[src/rtl/config_frame_writer.sv]
// Loads NumberOfRows words into FrameData, then pulses one FrameStrobe bit the cycle after the last word; a frame takes NumberOfRows+3 cycles.
// s_ready drops for the STROBE and HOLD cycles only. Defining FRAME_WRITER_PARITY_EN checks the data parity against header bit 30.
module config_frame_writer #(
    parameter int FrameBitsPerRow = 32,
    parameter int MaxFramesPerCol = 20,
    parameter int NumberOfRows    = 9,
    parameter int NumberOfCols    = 23
) (
    input  logic                                      UserCLK,
    input  logic                                      rst,
    input  logic [31:0]                               s_data,
    input  logic                                      s_valid,
    output logic                                      s_ready,
    output logic [NumberOfRows*FrameBitsPerRow-1:0]   FrameData,
    output logic [NumberOfCols*MaxFramesPerCol-1:0]   FrameStrobe,
    output logic                                      busy,
    output logic                                      err,
    output logic [15:0]                               frame_count
);
    localparam int RowW       = (NumberOfRows > 1) ? $clog2(NumberOfRows) : 1;
    localparam int NumStrobes = NumberOfCols * MaxFramesPerCol;
    localparam int StrW       = (NumStrobes > 1) ? $clog2(NumStrobes) : 1;

    typedef enum logic [2:0] {IDLE, LOAD, DISCARD, STROBE, HOLD} state_t;

    state_t                                  r_state;
    logic [RowW-1:0]                         r_row;
    logic [7:0]                              r_col;
    logic [4:0]                              r_frame;
    logic                                    r_ready;
    logic                                    r_busy;
    logic                                    r_err;
    logic [15:0]                             r_frame_count;
    logic [NumberOfRows*FrameBitsPerRow-1:0] r_frame_data;
    logic [NumStrobes-1:0]                   r_strobe;

    logic            w_xfer;
    logic            w_last_row;
    logic            w_hdr_bad;
    logic            w_par_ok;
    logic [StrW-1:0] w_strobe_idx;

    assign w_xfer       = s_valid & r_ready;
    assign w_last_row   = (r_row == RowW'(NumberOfRows - 1));
    assign w_hdr_bad    = (int'(s_data[15:8]) >= NumberOfCols) || (int'(s_data[4:0]) >= MaxFramesPerCol);
    assign w_strobe_idx = StrW'(int'(r_col) * MaxFramesPerCol + int'(r_frame));

`ifdef FRAME_WRITER_PARITY_EN
    logic r_par_exp;
    logic r_par_acc;

    // The last word's parity is folded in combinationally so the verdict is ready at the STROBE transition.
    assign w_par_ok = ((r_par_acc ^ (^s_data)) == r_par_exp);

    always_ff @(posedge UserCLK or negedge rst) begin
        if (!rst) begin
            r_par_exp <= 1'b0;
            r_par_acc <= 1'b0;
        end else if (w_xfer) begin
            if (r_state == IDLE && s_data[31]) begin
                r_par_exp <= s_data[30];
                r_par_acc <= 1'b0;
            end else if (r_state == LOAD) begin
                r_par_acc <= r_par_acc ^ (^s_data);
            end
        end
    end
`else
    assign w_par_ok = 1'b1;
`endif

    always_ff @(posedge UserCLK or negedge rst) begin
        if (!rst) begin
            r_state       <= IDLE;
            r_row         <= '0;
            r_col         <= '0;
            r_frame       <= '0;
            r_ready       <= 1'b0;
            r_busy        <= 1'b0;
            r_err         <= 1'b0;
            r_frame_count <= '0;
            r_frame_data  <= '0;
            r_strobe      <= '0;
        end else begin
            r_strobe <= '0;
            case (r_state)
                IDLE: begin
                    r_ready <= 1'b1;
                    // Words without bit 31 are padding and are simply swallowed.
                    if (w_xfer && s_data[31]) begin
                        r_row   <= '0;
                        r_col   <= s_data[15:8];
                        r_frame <= s_data[4:0];
                        r_busy  <= 1'b1;
                        if (w_hdr_bad) begin
                            r_err   <= 1'b1;
                            r_state <= DISCARD;
                        end else begin
                            r_state <= LOAD;
                        end
                    end
                end
                LOAD: begin
                    if (w_xfer) begin
                        r_frame_data[int'(r_row)*FrameBitsPerRow +: FrameBitsPerRow] <= s_data;
                        r_row <= r_row + 1'b1;
                        if (w_last_row) begin
                            r_state <= STROBE;
                            r_ready <= 1'b0;
                            if (w_par_ok) begin
                                r_strobe[w_strobe_idx] <= 1'b1;
                                r_frame_count          <= r_frame_count + 16'd1;
                            end else begin
                                r_err <= 1'b1;
                            end
                        end
                    end
                end
                DISCARD: begin
                    if (w_xfer) begin
                        r_row <= r_row + 1'b1;
                        if (w_last_row) begin
                            r_state <= IDLE;
                            r_busy  <= 1'b0;
                        end
                    end
                end
                STROBE: r_state <= HOLD;
                HOLD: begin
                    r_state <= IDLE;
                    r_ready <= 1'b1;
                    r_busy  <= 1'b0;
                end
                default: r_state <= IDLE;
            endcase
        end
    end

    assign s_ready     = r_ready;
    assign busy        = r_busy;
    assign err         = r_err;
    assign frame_count = r_frame_count;
    assign FrameData   = r_frame_data;
    assign FrameStrobe = r_strobe;

endmodule

[config.mk]
export PLATFORM = sky130hd
export DESIGN_NAME = config_frame_writer
export DESIGN_NICKNAME = d
export VERILOG_FILES = /design/src/rtl/config_frame_writer.sv
export SDC_FILE = /design/constraint.sdc
export NUM_CORES = 1
export LEC_CHECK = 0
export CORE_AREA = 4 4 306 308
export CTS_CLUSTER_DIAMETER = 100
export CTS_CLUSTER_SIZE = 14
export DETAILED_ROUTE_END_ITERATION = 10
export DIE_AREA = 0 0 310 312
export PLACE_DENSITY = 0.61
export SYNTH_ARGS = -nofsm -noshare
export SYNTH_HDL_FRONTEND = slang
export SYNTH_SLANG_ARGS = --single-unit
[constraint.sdc]
create_clock -name UserCLK -period 7.9 [get_ports UserCLK]
set_input_delay 1.58 -clock UserCLK [delete_from_list [all_inputs] [get_ports UserCLK]]
set_output_delay 1.58 -clock UserCLK [all_outputs]
set_load 0.03 [all_outputs]
==> results.tsv, run 1 <==
stage	metric	value	unit
timing	skew	0.0360	ns
timing	fin_tns_setup	0	ns
die	die_x	310	um
cells_and_area	final_cell_mix	clkdlybuf4s50_1 (800), dfrtp_1 (786), nand2_1 (385)	
power_and_ir_drop	p_per_area	339	mW/mm2
clock_network	numClockSinks	786	
critical_path	crit_buf_inv	1	
place	place_congestion	0.783	
global_route	grt_pass1_wl	150000	um
global_route	grt_overflow_total	0	
routing	firstDrtPassIters	5	
routing	vias_per_cell	4.89	
yosys	synth-main-ff-cell	dfrtp_1	
global_route	grt_use_total	20.7	%
yosys	synthesis.nets	2429	
power_and_ir_drop	leakage	16.6	nW
job	maxCapViolCount	0	
yosys	yosysSeqAreaShare	70.2	%
timing	rsz0062_at_grt	no	
cells_and_area	layout_commonest_cell	clkdlybuf4s50_1	
timing	fmax	220	MHz
critical_path	cp-end-kind	register	
yosys	netlist_area	0.0280	mm2
routing	drt-initial-drc-count	1676	
routing	drc	0	
timing	fin_crit_sh	57.4	%
critical_path	max_stage_delay	0.80	ns
clock_network	cts-htree-levels	3	
run_status	status	finished, final reports clean	
routing	ant_nets	0	
die	rows	111	
die	start_util	30.8	%
routing	via_count	20886	
critical_path	critPathKind	register to register	
clock_network	clk_latency	0.63	ns
clock_network	cts_hold_buffers	0	
cells_and_area	fin_nets	3128	
clock_network	cts_buffer_depth	3	
die	top_level_ports	802	
power_and_ir_drop	ir_drop	0.698	mV
cells_and_area	fillers	8527	
global_route	grt_max_degree	160	
yosys	synthCells	2375	
timing	finalHoldViolCount	0	
global_route	grt_pass1_vias	21076	
place	dp_slack	3.21	ns
critical_path	critPathTopFamily	simple AND/OR/NAND/NOR gates	
die	die_y	312	um
clock_network	post_cts_buffers	0	
yosys	yosysWarnings	0	
critical_path	required	8.43	ns
place	hpwlAfterDp	68300	um
die	die_area	0.0967	mm2
timing	slew_headroom	26.9	%
place	port_buffers	801	
yosys	synthArstFlopShare	100	%
critical_path	startpoint_type	register	
critical_path	arrival	5.07	ns
critical_path	cpMaxStageDelayCell	fa_1	
timing	setup_viol	0	
die	core-area	0.0911	mm2
timing	worst_slack	3.36	ns
timing	final_max_slew_viol_count	0	
critical_path	worst_path_most_repeated_cell	ha_1	
min_path	min_path_type	register to register	
global_route	antenna_found_initial	0	
timing	tightest_slew	1.10	ns
yosys	avgSynthCellArea	11.8	um2
clock_network	numCtsBuffers	68	
yosys	ys_seq_elements	786	
yosys	synth-edff-count	0	
routing	routed_wl	103000	um
cells_and_area	syn_to_final_growth	39.7	%
critical_path	crit_path_cell_trace	ha_1, ha_1, fa_1, nand2_1, nor3_1, xor3_2, buf_4, nand3_1, nor2_1	
clock_network	clk_pin_slew_worst_paths	0.06	ns
routing	wl_per_cell	24.1	um
yosys	synth_cell_types	61	
clock_network	cts_tree	yes	
clock_network	cts-root-buf	clkbuf_16	
critical_path	critPathMaxFanout	61	
cells_and_area	layout-drive-gt1-share	7.59	%
clock_network	cts.repair.resized	0	
timing	min_period	4.54	ns
-- cell type report --
type	count	area, um2	area share (%)
sequential	786	19700	50.2
timing repair buffer	841	8360	21.3
multi-input combinational	1369	7730	19.7
clock buffer	69	1730	4.41
tap	1186	1480	3.79
clock inverter	12	163	0.415
inverter	8	30.0	0.0767
antenna	1	2.50	0.00639
-- power by group --
group	total [W]	internal [W]	switching, W
Clock	0.00310	0.00158	0.00152
Sequential	0.00417	0.00407	0.0000971
Combinational	0.00601	0.00104	0.00497
-- state kept, by name, indices dropped and copies added, names as in the netlist --
| name | flops |
|---|---|
| r_row | 4 |
| err | 1 |
| busy | 1 |
| r_state | 3 |
| r_col | 7 |
| frame_count | 16 |
| FrameData | 288 |
| FrameStrobe | 460 |
| s_ready | 1 |
| r_frame | 5 |
-- worst min-delay path, cell delays in order, from the launching register on --
cell     delay [ns]
dfrtp_1        0.34
nand2_1        0.04
o21ai_0        0.06
-- layer usage --
| layer | vias to the layer above | share of wire, % | track usage [%] |
|---|---|---|---|
| met5 | - | 0 | 0 |
| met4 | 0 | 3.3 | 7.03 |
| met3 | 151 | 8.9 | 6.59 |
| met2 | 817 | 48 | 34.2 |
| met1 | 10434 | 40 | 25.7 |
| li1 | 9484 | - | - |
-- final timing paths --
| check | from | endpoint | slack [ns] | cells after the start |
|---|---|---|---|---|
| setup / recovery | r_col[1] | FrameStrobe[267] | 3.36 | 9 |
| hold reg to reg | FrameData[66] | FrameData[66] | 0.47 | 2 |
| max in group asynchronous | rst | FrameStrobe[250] | 5.03 | 3 |
| hold / removal | FrameData[66] | FrameData[66] | 0.47 | 2 |
| setup reg to reg | r_col[1] | FrameStrobe[267] | 3.36 | 9 |
| min in group asynchronous | rst | FrameData[149] | 0.97 | 1 |
-- stage by stage --
stage          cells  total power [W]  hold slack, ns  area [um2]  util (%)
6_report        4272           0.0133           0.475       39200      43.0
3_5_place_dp    4190           0.0103           0.469       37300      40.9
4_1_cts         4271           0.0134           0.484       39200      43.0
5_1_grt         4271           0.0140           0.497       39200      43.0
3_3_place_gp    4190           0.0103           0.458       37300      40.9
2_1_floorplan   2375          0.00813           0.462       28000         -
-- synth_stat cells (all sizes together), types with 3 or more instances --
library cell  instances  area share [%]
o31ai                 4            0.11
nand3b                3           0.080
xnor3                 3            0.24
xor2                  7            0.22
mux2                 76             3.1
nor4                125             2.8
dfrtp               786              70
nor2                 84             1.1
nand4                11            0.25
a32o                  3            0.11
and4                  3           0.094
inv                   8            0.11
xnor2                18            0.59
nand3                39            0.74
a21oi                14            0.26
nor3                286             5.1
nor4b                 3            0.17
o21ai               232             4.1
ha                   17            0.76
nand2               385             5.2
buf                  47            0.77
a211oi                4            0.11
and3                  7            0.16
nor2b                 4           0.089
a31oi                 5            0.11
a21o                  5            0.13
clkbuf              165             2.2
-- cell families after synthesis --
logic type	Yosys count	synth area share [%]
compound gates	285	5.56
xor+xnor	29	1.13
fa+ha+maj	19	0.901
buf+inv	220	3.08
flops	786	70.2
mux	76	3.05
simple gates	960	16.1
Power figures use the tool's default switching activity.
==> run 2: changes to the inputs <==
--- a/config.mk
+++ b/config.mk
@@ -10,7 +10,7 @@
 export CTS_CLUSTER_SIZE = 14
 export DETAILED_ROUTE_END_ITERATION = 10
 export DIE_AREA = 0 0 310 312
-export PLACE_DENSITY = 0.61
+export PLACE_DENSITY = 0.63
 export SYNTH_ARGS = -nofsm -noshare
 export SYNTH_HDL_FRONTEND = slang
 export SYNTH_SLANG_ARGS = --single-unit
==> constraint.sdc (replaced) <==
create_clock -name UserCLK -period 3.7 [get_ports UserCLK]
set_input_delay 0.74 -clock UserCLK [delete_from_list [all_inputs] [get_ports UserCLK]]
set_output_delay 0.74 -clock UserCLK [all_outputs]
set_load 0.03 [all_outputs]
==> run 2 against run 1 <==
Register-to-register slack worse by 3.0 ns. Clock-buffer cell count unchanged. Die area is the same. Sequential power up 110%. Hold slack lost 0.26 ns.
==> results.tsv, run 2 (synthesized netlist as in run 1, its figures left out) <==
stage	metric	value	unit
clock_network	cts.repair.resized	0	
clock_network	cts_tree	yes	
global_route	antenna_found_initial	2	
run_status	status	finished, final reports clean	
global_route	grt_overflow_total	0	
cells_and_area	syn_to_final_growth	42.8	%
critical_path	critPathMaxFanout	13	
critical_path	required	4.22	ns
routing	via_count	21481	
cells_and_area	fin_nets	3205	
cells_and_area	layout_commonest_cell	clkdlybuf4s50_1	
critical_path	path_depth	7	
critical_path	startpoint_type	register	
timing	hold-worst-slack	0.216	ns
timing	setup_viol	0	
timing	slew_headroom	30.1	%
power_and_ir_drop	p_per_area	742	mW/mm2
clock_network	cts-htree-levels	3	
power_and_ir_drop	p_total	0.0297	W
cells_and_area	largest_reg_flops	460	
global_route	grt_max_degree	113	
timing	skew	0.0247	ns
routing	drt-initial-drc-count	1631	
clock_network	numClockSinks	786	
timing	finalHoldViolCount	0	
clock_network	cts_buffer_depth	3	
power_and_ir_drop	ir_drop	2.00	mV
job	maxCapViolCount	0	
timing	final_max_slew_viol_count	0	
clock_network	post_cts_buffers	0	
global_route	grt_use_total	21.2	%
critical_path	max_stage_delay	0.84	ns
critical_path	cpMaxStageDelayCell	xnor2_1	
timing	fin_crit_sh	91.5	%
routing	drc	0	
routing	vias_per_cell	4.94	
routing	routed_wl	104000	um
critical_path	worst_path_most_repeated_cell	ha_1	
clock_network	clk_pin_slew_worst_paths	0.06	ns
power_and_ir_drop	leakage	17.1	nW
critical_path	rr_startpoint	r_col[1]	
critical_path	cp-end-kind	register	
global_route	grt_pass1_vias	22015	
die	die_y	312	um
place	port_buffers	801	
die	top_level_ports	802	
die	die_area	0.0967	mm2
die	core-area	0.0911	mm2
timing	tightest_slew	1.04	ns
place	place_congestion	0.803	
global_route	grt_pass1_wl	154000	um
clock_network	numCtsBuffers	68	
clock_network	cts-root-buf	clkbuf_16	
critical_path	r2r-end	FrameStrobe[159]	
place	hpwlAfterDp	69900	um
cells_and_area	final_cell_mix	clkdlybuf4s50_1 (800), dfrtp_1 (786), nand2_1 (385)	
critical_path	critPathTopFamily	adder cells	
clock_network	clk_latency	0.61	ns
critical_path	crit_path_cell_trace	ha_1, ha_1, fa_1, xnor2_1, nand4_1, buf_4, nor3_1	
routing	ant_nets	0	
critical_path	rrSetupSlack	0.32	ns
die	start_util	30.8	%
timing	fmax	295	MHz
timing	fin_tns_setup	0	ns
critical_path	crit_buf_inv	1	
timing	rsz0062_at_grt	no	
critical_path	arrival	3.90	ns
die	rows	111	
timing	min_period	3.38	ns
critical_path	critPathKind	register to register	
die	die_x	310	um
min_path	min_path_type	primary input to async pin	
clock_network	cts_hold_buffers	0	
cells_and_area	layout-drive-gt1-share	9.84	%
routing	firstDrtPassIters	7	
critical_path	ff2ff_path_depth	7	
routing	wl_per_cell	24.0	um
==> run 2: cell count changes in the layout (fill, tap and decap cells not counted), sizes merged <==
cell    delta
buf       +77
bufinv     +2
clkinv     -3
inv        +1
==> run 2: per-stage QoR <==
stage	util, %	instances	setup slack [ns]	cell area [um2]
floorplan	-	2375	0.651	28000
finish	43.9	4349	0.315	40000
CTS	43.9	4348	0.266	40000
global placement	41.8	4267	0.343	38100
detailed placement	41.8	4267	0.241	38100
global route	43.9	4349	0.0869	40000
==> run 2: worst max-delay path by stage <==
stage / slack [ns] / endpoint / startpoint
finish: 0.32 / FrameStrobe[159] / r_col[1]
global route: 0.09 / FrameStrobe[287] / r_col[1]
CTS: 0.27 / FrameStrobe[303] / r_col[1]
detailed placement: 0.24 / FrameStrobe[90] / s_valid
global placement: 0.34 / FrameStrobe[47] / r_col[1]
floorplan: 0.65 / FrameStrobe[192] / r_col[1]
==> run 2: cell type report <==
| class | instances | area, um2 |
|---|---|---|
| fill | 8413 | 51100 |
| sequential | 786 | 19700 |
| timing repair buffer | 918 | 9180 |
| multi-input combinational | 1369 | 7730 |
| clock buffer | 69 | 1730 |
| tap | 1186 | 1480 |
| clock inverter | 12 | 210 |
| inverter | 8 | 30.0 |
| antenna | 1 | 2.50 |
==> run 2: routing by layer <==
metal,vias up,GRT usage [%],share of wire (%),wire length (um)
met5,-,0,0.019,20
met4,2,6.23,2.9,2990
met3,150,6.80,8.5,8830
met2,807,35.8,49,51400
met1,10894,26.0,39,41200
li1,9628,-,-,-
==> run 2: worst reg2reg max path, cell delays in order, from the launching register on <==
cell and delay [ns]:
dfrtp_1 0.42, ha_1 0.32, ha_1 0.23, fa_1 0.51, xnor2_1 0.84, nand4_1 0.49
buf_4 0.31, nor3_1 0.18
==> run 2: where the power goes <==
| part | total (W) | internal, W | switching, W |
|---|---|---|---|
| Sequential | 0.00888 | 0.00869 | 0.000184 |
| Clock | 0.00673 | 0.00352 | 0.00321 |
| Combinational | 0.0141 | 0.00321 | 0.0109 |
| Total | 0.0297 | 0.0154 | 0.0143 |
